$ cat src/rtl/id_ex_stage.sv
// ID/EX pipeline register with load-use hazard detection, flush/hold handling and a saturating
// count of injected load-use bubbles.
module id_ex_stage #(
  parameter int unsigned XLEN  = 32,
  parameter int unsigned CNT_W = 16
) (
  input  logic             clk,
  input  logic             rst_n,
  input  logic             id_valid,
  input  logic [XLEN-1:0]  id_pc,
  input  logic [XLEN-1:0]  id_rs1_data,
  input  logic [XLEN-1:0]  id_rs2_data,
  input  logic [XLEN-1:0]  id_imm,
  input  logic [4:0]       id_rs1,
  input  logic [4:0]       id_rs2,
  input  logic [4:0]       id_rd,
  input  logic             id_use_rs1,
  input  logic             id_use_rs2,
  input  logic             id_regwrite,
  input  logic             id_memread,
  input  logic             id_memwrite,
  input  logic             id_memtoreg,
  input  logic             id_alusrc,
  input  logic             id_branch,
  input  logic             id_is_c,
  input  logic [3:0]       id_aluop,
  input  logic             flush,
  input  logic             hold,
  output logic             ex_valid,
  output logic [XLEN-1:0]  ex_pc,
  output logic [XLEN-1:0]  ex_rs1_data,
  output logic [XLEN-1:0]  ex_rs2_data,
  output logic [XLEN-1:0]  ex_imm,
  output logic [4:0]       ex_rs1,
  output logic [4:0]       ex_rs2,
  output logic [4:0]       ex_rd,
  output logic             ex_regwrite,
  output logic             ex_memread,
  output logic             ex_memwrite,
  output logic             ex_memtoreg,
  output logic             ex_alusrc,
  output logic             ex_branch,
  output logic             ex_is_c,
  output logic [3:0]       ex_aluop,
  output logic             lu_stall,
  output logic [CNT_W-1:0] bubble_cnt
);

  typedef struct packed {
    logic            valid;
    logic [XLEN-1:0] pc;
    logic [XLEN-1:0] rs1_data;
    logic [XLEN-1:0] rs2_data;
    logic [XLEN-1:0] imm;
    logic [4:0]      rs1;
    logic [4:0]      rs2;
    logic [4:0]      rd;
    logic            regwrite;
    logic            memread;
    logic            memwrite;
    logic            memtoreg;
    logic            alusrc;
    logic            branch;
    logic            is_c;
    logic [3:0]      aluop;
  } ex_t;

  ex_t             ex_d, ex_q, id_s;
  logic [CNT_W-1:0] cnt_d, cnt_q;
  logic            rs1_hit, rs2_hit;

  assign rs1_hit  = id_use_rs1 && (id_rs1 == ex_q.rd);
  assign rs2_hit  = id_use_rs2 && (id_rs2 == ex_q.rd);
  assign lu_stall = !flush && !hold && ex_q.valid && ex_q.memread && (ex_q.rd != 5'd0) &&
                    id_valid && (rs1_hit || rs2_hit);

  always_comb begin
    id_s.valid    = id_valid;
    id_s.pc       = id_pc;
    id_s.rs1_data = id_rs1_data;
    id_s.rs2_data = id_rs2_data;
    id_s.imm      = id_imm;
    id_s.rs1      = id_rs1;
    id_s.rs2      = id_rs2;
    id_s.rd       = id_rd;
    // Side-effecting controls only travel with a valid instruction
    id_s.regwrite = id_regwrite && id_valid;
    id_s.memread  = id_memread  && id_valid;
    id_s.memwrite = id_memwrite && id_valid;
    id_s.memtoreg = id_memtoreg && id_valid;
    id_s.branch   = id_branch   && id_valid;
    id_s.alusrc   = id_alusrc;
    id_s.is_c     = id_is_c;
    id_s.aluop    = id_aluop;
  end

  always_comb begin
    ex_d  = ex_q;
    cnt_d = cnt_q;
    if (flush) begin
      ex_d          = id_s;
      ex_d.valid    = 1'b0;
      ex_d.regwrite = 1'b0;
      ex_d.memread  = 1'b0;
      ex_d.memwrite = 1'b0;
      ex_d.memtoreg = 1'b0;
      ex_d.branch   = 1'b0;
    end else if (hold) begin
      ex_d = ex_q;
    end else if (lu_stall) begin
      // Bubble: rd cleared so the forwarding unit can never match it
      ex_d          = id_s;
      ex_d.valid    = 1'b0;
      ex_d.regwrite = 1'b0;
      ex_d.memread  = 1'b0;
      ex_d.memwrite = 1'b0;
      ex_d.memtoreg = 1'b0;
      ex_d.branch   = 1'b0;
      ex_d.rd       = 5'd0;
      if (cnt_q != {CNT_W{1'b1}}) cnt_d = cnt_q + CNT_W'(1);
    end else begin
      ex_d = id_s;
    end
  end

  always_ff @(posedge clk or negedge rst_n) begin
    if (!rst_n) begin
      ex_q  <= '0;
      cnt_q <= '0;
    end else begin
      ex_q  <= ex_d;
      cnt_q <= cnt_d;
    end
  end

  assign ex_valid    = ex_q.valid;
  assign ex_pc       = ex_q.pc;
  assign ex_rs1_data = ex_q.rs1_data;
  assign ex_rs2_data = ex_q.rs2_data;
  assign ex_imm      = ex_q.imm;
  assign ex_rs1      = ex_q.rs1;
  assign ex_rs2      = ex_q.rs2;
  assign ex_rd       = ex_q.rd;
  assign ex_regwrite = ex_q.regwrite;
  assign ex_memread  = ex_q.memread;
  assign ex_memwrite = ex_q.memwrite;
  assign ex_memtoreg = ex_q.memtoreg;
  assign ex_alusrc   = ex_q.alusrc;
  assign ex_branch   = ex_q.branch;
  assign ex_is_c     = ex_q.is_c;
  assign ex_aluop    = ex_q.aluop;
  assign bubble_cnt  = cnt_q;

endmodule
$ cat config.mk
export PLATFORM = sky130hd
export DESIGN_NAME = id_ex_stage
export DESIGN_NICKNAME = d
export VERILOG_FILES = /design/src/rtl/id_ex_stage.sv
export SDC_FILE = /design/constraint.sdc
export NUM_CORES = 1
export LEC_CHECK = 0
export ABC_AREA = 0
export BUFFER_PORTS_ARGS = -buffer_cell sky130_fd_sc_hd__buf_2
export CAP_MARGIN = 20
export CORE_ASPECT_RATIO = 1.5
export CORE_MARGIN = 2
export CORE_UTILIZATION = 35
export DETAILED_ROUTE_END_ITERATION = 16
export SLEW_MARGIN = 15
export SYNTH_ARGS = -nofsm -noshare
export SYNTH_HDL_FRONTEND = slang
export SYNTH_SLANG_ARGS = --single-unit
export TNS_END_PERCENT = 100
$ cat constraint.sdc
create_clock -name clk -period 3.7 [get_ports clk]
set_input_delay 0.74 -clock clk [delete_from_list [all_inputs] [get_ports clk]]
set_output_delay 0.74 -clock clk [all_outputs]
set_load 0.05 [all_outputs]
==> reports/summary.txt, run 1 <==
Data required time at the worst endpoint: 2.96 ns
I/O pin count: 333
Post-synthesis cell area: 6780 µm²
Period utilisation layout: 0.840
P per Cell Area: 534 nW/µm²
Max-Cap Viols: 0
Ys async rst share: 1.00
Sequential Power Share: 0.416
Synth Area in XOR/XNOR: 0.0310
Critical path type: reg -> out
Die width: 118 µm
Sw frac: 0.315
DRC Markers: 0
Switch Pwr: 1.58 mW
Clock network fraction of design power: 0.381
Simple-gate area share of the yosys netlist: 0.287
CTS Sinks: 171
Setup violators final: 0
Global-route wire length before repair: 30.8 mm
DR iter-0 viols: 266
Largest net degree at the start of global routing: 96
GRT Resource Usage Total: 0.192
Reg2Reg Depth: 5
Synth unique cells: 32
Critical R2R Capture: bubble_cnt[1]
Via count: 5901
WL per Instance: 14.7 µm
Yosys warns: 0
Reg2Reg Launch Point: bubble_cnt[7]
Clock Tree Buf Depth: 2
Starting Density: 0.355
Post-synth EDFFs: 0
Nets: 1226
Critical Path Sink Type: output pin
Half-perimeter wire length after detailed placement: 14.3 mm
Worst min path class: in -> async
CTS tree: yes
Routability Congestion: 0.840
Die Span Y: 174 µm
Leak Pwr: 5.29 nW
Port bufs: 332
H-tree depth: 4
Vias per cell: 4.42
Fin util: 0.491
Hold Fails Final Rpt: 0
Slew @ Worst Pin: 0.647 ns
Internal power: 3.43 mW
Die footprint: 20500 µm²
Clock root buffer: clkbuf_16
Main combinational cell family by area after synthesis: simple AND/OR/NAND/NOR gates
Pre-antenna DRT Iters: 4
Clock latency on the worst-skew pair: 0.43 ns
Outcome: completed
Remaining Overflow, GRT: 0
Post-synth net total: 903
Most used DFF post-synth: dfrtp_1
Clk_skew: 0.00982 ns
Area Growth Syn to Fin: 38.3%
R2r setup slk: 1.65 ns
Setup Buffers After CTS: 0
Resized cells post-CTS: 0
CP max FO: 7
Initial antenna violation count: 2
TritonCTS buffer count: 17
Worst-path clk slew: 0.06 ns
Multiplexer area fraction after synthesis: 0.00166
Most frequent cells in the layout: nand2_1, buf_2, dfrtp_1
Most common cell after layout, fill and taps aside: nand2_1
Max_slew headroom: 0.569
Vias in the first global route: 5870
RSZ-0062 raised after global routing: false
Max Slew Vio Count: 0
Final TNS setup: 0 ns
Max Freq: 322 MHz
Startpoint types: register
Share of layout cells above drive strength 1: 0.359
Comb pwr share: 0.203
Final ANT Viol Nets: 0
VDD IR-drop max: 373 µV
Syn avg cell area: 9.15 µm²
Adder-Cell Fraction of Synth Area: 0.00185
Cells after Synth: 741
Sequential share of the synthesized area: 0.631
Seq cells post-synth: 171
Post-route minimum period: 3.11 ns
Worst Path Arrival: 2.37 ns
Compound-Gate Fraction of Synth Area: 0.0249
Row cnt: 62
DRT Wirelength: 19.7 mm
Core box area: 19100 µm²
Post-CTS Hold Buffers: 0
worst max-delay path, cell delays in order (launching register included):
cell and delay [ns]:
dfrtp_1 0.45, or4_4 0.59, o2111ai_4 0.25, inv_4 0.09
and2_1 0.28, buf_2 0.27
registers in the layout, summed over array words and instances, names as in the netlist:
register     count
bubble_cnt      16
ex_aluop         4
ex_alusrc        1
ex_branch        1
ex_imm          32
ex_is_c          1
ex_memread       1
ex_memtoreg      1
ex_memwrite      1
ex_pc           32
ex_rd            5
ex_regwrite      1
ex_rs1           5
ex_rs1_data     32
ex_rs2           5
ex_rs2_data     32
ex_valid         1
power by group through the flow:
stage | clock network (mW) | logic, mW | registers [mW]
3_5_place_dp | 0 | 1.03 | 2.12
2_1_floorplan | 0 | 0.186 | 2.61
3_3_place_gp | 0 | 1.03 | 2.11
4_1_cts | 1.96 | 1.03 | 2.08
5_1_grt | 2.04 | 1.09 | 2.10
6_report | 1.91 | 1.02 | 2.08
logic make-up (layout without fill, tap and decap cells):
group	count (synthesis)	count (layout)
buf+inv	37	373
simple gates	490	490
fa+ha+maj	1	1
xor+xnor	24	24
other cells	0	1
flops	171	171
mux	1	1
compound gates	17	17
final cells by class:
| cell class | instances | area [µm²] |
|---|---|---|
| Fill cell | 1935 | 9710 |
| Sequential cell | 171 | 4280 |
| Multi-Input combinational cell | 533 | 2360 |
| Timing Repair Buffer | 340 | 1770 |
| Clock buffer | 21 | 470 |
| Tap cell | 256 | 320 |
| Clock inverter | 11 | 166 |
| Inverter | 1 | 6.26 |
| Antenna cell | 1 | 2.50 |
layer usage:
metal,vias to the layer above,part of all wire,track usage
met2,217,0.51,0.328
met1,2703,0.40,0.225
met5,-,0.00066,0
met4,2,0.028,0.0853
li1,2947,-,-
met3,32,0.060,0.0541
how the worst max path moves through the flow:
stage	slack [ns]	startpoint	to	cells after the start
finish	0.59	ex_rd[0]	lu_stall	5
CTS	0.57	ex_rd[0]	lu_stall	5
detailed placement	0.68	hold	lu_stall	6
global route	0.52	ex_rd[0]	lu_stall	5
floorplan	1.10	ex_rd[0]	lu_stall	5
global placement	0.69	hold	lu_stall	6
Yosys cell counts (all sizes together) (2+ instances only):
| master | number | share of area |
|---|---|---|
| clkbuf | 28 | 0.016 |
| buf | 8 | 0.0057 |
| nor2 | 4 | 0.0026 |
| a21oi | 2 | 0.0015 |
| nor2b | 2 | 0.0018 |
| nor4 | 5 | 0.0055 |
| nand3 | 10 | 0.0074 |
| nand4 | 11 | 0.010 |
| nand2 | 448 | 0.25 |
| xnor2 | 24 | 0.031 |
| and3 | 4 | 0.0037 |
| o21ai | 5 | 0.0065 |
| a22o | 5 | 0.0065 |
| dfrtp | 171 | 0.63 |
metrics by stage:
stage                     total power, mW  worst slack [ns]  area (µm²)  hold WS, ns  cells
after CTS                            5.08             0.574        9370        0.315   1333
after global routing                 5.23             0.524        9370        0.328   1334
final                                5.01             0.593        9370        0.290   1334
after global placement               3.14             0.694        8730        0.444   1301
after detailed placement             3.15             0.677        8730        0.450   1301
after floorplan                      2.80              1.10        6780        0.444    741
Note: power is estimated with default switching activity, not from simulation.
==> inputs of run 2 (changes only) <==
Settings changed: PLACE_DENSITY from default to 0.66.
Clock period 3.7 ns to 2.5 ns, I/O delays scaled along.
==> reports/summary.txt, run 2 (synthesized netlist as in run 1, its figures left out) <==
Filler cells: 1880
Nets: 1238
Most common cell after layout, fill and taps aside: nand2_1
Worst-path clk slew: 0.06 ns
CP max FO: 2
Clock root buffer: clkbuf_16
Critical Path Sink Type: output pin
DRT Wirelength: 19.3 mm
Most frequent cells in the layout: nand2_1, buf_2, dfrtp_1
Critical path type: reg -> out
VDD IR-drop max: 390 µV
Via count: 6000
H-tree depth: 4
Pre-antenna DRT Iters: 4
Die Span Y: 174 µm
Max_slew headroom: 0.639
CTS Sinks: 171
Die footprint: 20500 µm²
Share of layout cells above drive strength 1: 0.367
Startpoint types: register
Row cnt: 62
Place WS: 0.252 ns
FF/Latch Area: 4280 µm²
WL per Instance: 14.3 µm
Area Growth Syn to Fin: 41.3%
Port bufs: 332
Reg2Reg Depth: 7
P per Cell Area: 806 nW/µm²
Worst Path Arrival: 1.96 ns
Final worst setup slack: 0.0380 ns
Data required time at the worst endpoint: 2.00 ns
Max-Cap Viols: 0
Setup violators final: 0
Starting Density: 0.355
Outcome: completed
DRC Markers: 0
Final ANT Viol Nets: 0
Leak Pwr: 5.39 nW
Routability Congestion: 0.847
Crit path largest cell delay: 0.55 ns
Core box area: 19100 µm²
Reg2Reg Launch Point: ex_rd[2]
Finished Cell Area: 9580 µm²
Remaining Overflow, GRT: 0
DP Area: 8820 µm²
Clock latency on the worst-skew pair: 0.43 ns
R2r setup slk: 0.40 ns
RSZ-0062 raised after global routing: true
Half-perimeter wire length after detailed placement: 14.0 mm
Vias per cell: 4.46
Period utilisation layout: 0.985
Critical Path Slowest Stage Cell: or4_4
Post-route minimum period: 2.46 ns
Crit path cell chain: or4_4, o2111ai_4, inv_4, and2_4, buf_6
Area of the multi-input gates: 2370 µm²
Max Slew Vio Count: 0
Critical R2R Capture: bubble_cnt[1]
GRT Resource Usage Total: 0.192
Initial antenna violation count: 1
Largest net degree at the start of global routing: 105
DR iter-0 viols: 363
Worst min path class: in -> async
Slew @ Worst Pin: 0.541 ns
Max Freq: 406 MHz
Global-route wire length before repair: 31.0 mm
Final TNS setup: 0 ns
I/O pin count: 333
Clock Tree Buf Depth: 2
Clk_skew: 0.00360 ns
TritonCTS buffer count: 17
Hold Fails Final Rpt: 0
Vias in the first global route: 5974
Power consumption: 7.71 mW
Die width: 118 µm
CTS tree: yes
## run 2: cell types whose count changed in the layout (fill, tap and decap cells not counted)
cell / previous run / this run
buf_6: 1 / 2
dfrtp_2: 0 / 2
clkinv_2: 4 / 0
and2_1: 1 / 0
buf_12: 3 / 6
dfrtp_1: 171 / 169
buf_2: 331 / 330
bufinv_16: 4 / 7
clkbuf_1: 1 / 3
buf_4: 5 / 14
and2_4: 0 / 1
clkbuf_8: 3 / 2
## run 2: what timing repair did
action / 4_1_cts / 5_1_grt
pin swaps: 2 / 1
gates resized for setup: 5 / 0
buffers inserted: 5 / 1
hold buffers: 0 / 0
endpoints found under the setup margin: 1 / 1
## run 2: area by class of cell
type,count,area share
Timing Repair Buffer,352,0.198
Multi-Input combinational cell,533,0.247
Clock buffer,22,0.0485
Clock inverter,10,0.0247
Antenna cell,1,0.000261
Tap cell,256,0.0334
Sequential cell,171,0.447
Inverter,1,0.000653
## run 2: worst max path at each step
stage               cells past startpoint       end     start
detailed placement                      6  lu_stall      hold
global placement                        6  lu_stall      hold
finish                                  5  lu_stall  ex_rd[2]
CTS                                     5  lu_stall  ex_rd[2]
floorplan                               5  lu_stall  ex_rd[0]
global route                            5  lu_stall  ex_rd[2]
## run 2: per-stage QoR
stage	std cells	hold WS (ns)	util
finish	1346	0.0249	0.502
global route	1345	0.0482	0.502
CTS	1344	0.0257	0.501
detailed placement	1307	0.450	0.462
global placement	1307	0.443	0.462
floorplan	741	0.204	-
## run 2: worst max-delay path, delay by kind of cell (launching register included)
family / cells / cell delay (ns)
compound gates: 1 / 0.24
simple gates: 2 / 0.71
flops: 1 / 0.40
buf+inv: 2 / 0.19
## run 2: where the power goes
part | switching [mW] | internal [mW] | total [mW]
clock | 1.07 | 2.03 | 3.11
sequential | 0.108 | 2.97 | 3.08
combinational | 1.15 | 0.374 | 1.53
## run 2: routing by layer
| metal | GRT usage | wire [µm] | vias up |
|---|---|---|---|
| li1 | - | - | 2967 |
| met1 | 0.219 | 7680 | 2769 |
| met2 | 0.331 | 9870 | 218 |
| met3 | 0.0515 | 1130 | 44 |
| met4 | 0.0924 | 587 | 2 |
| met5 | 0 | 11 | - |
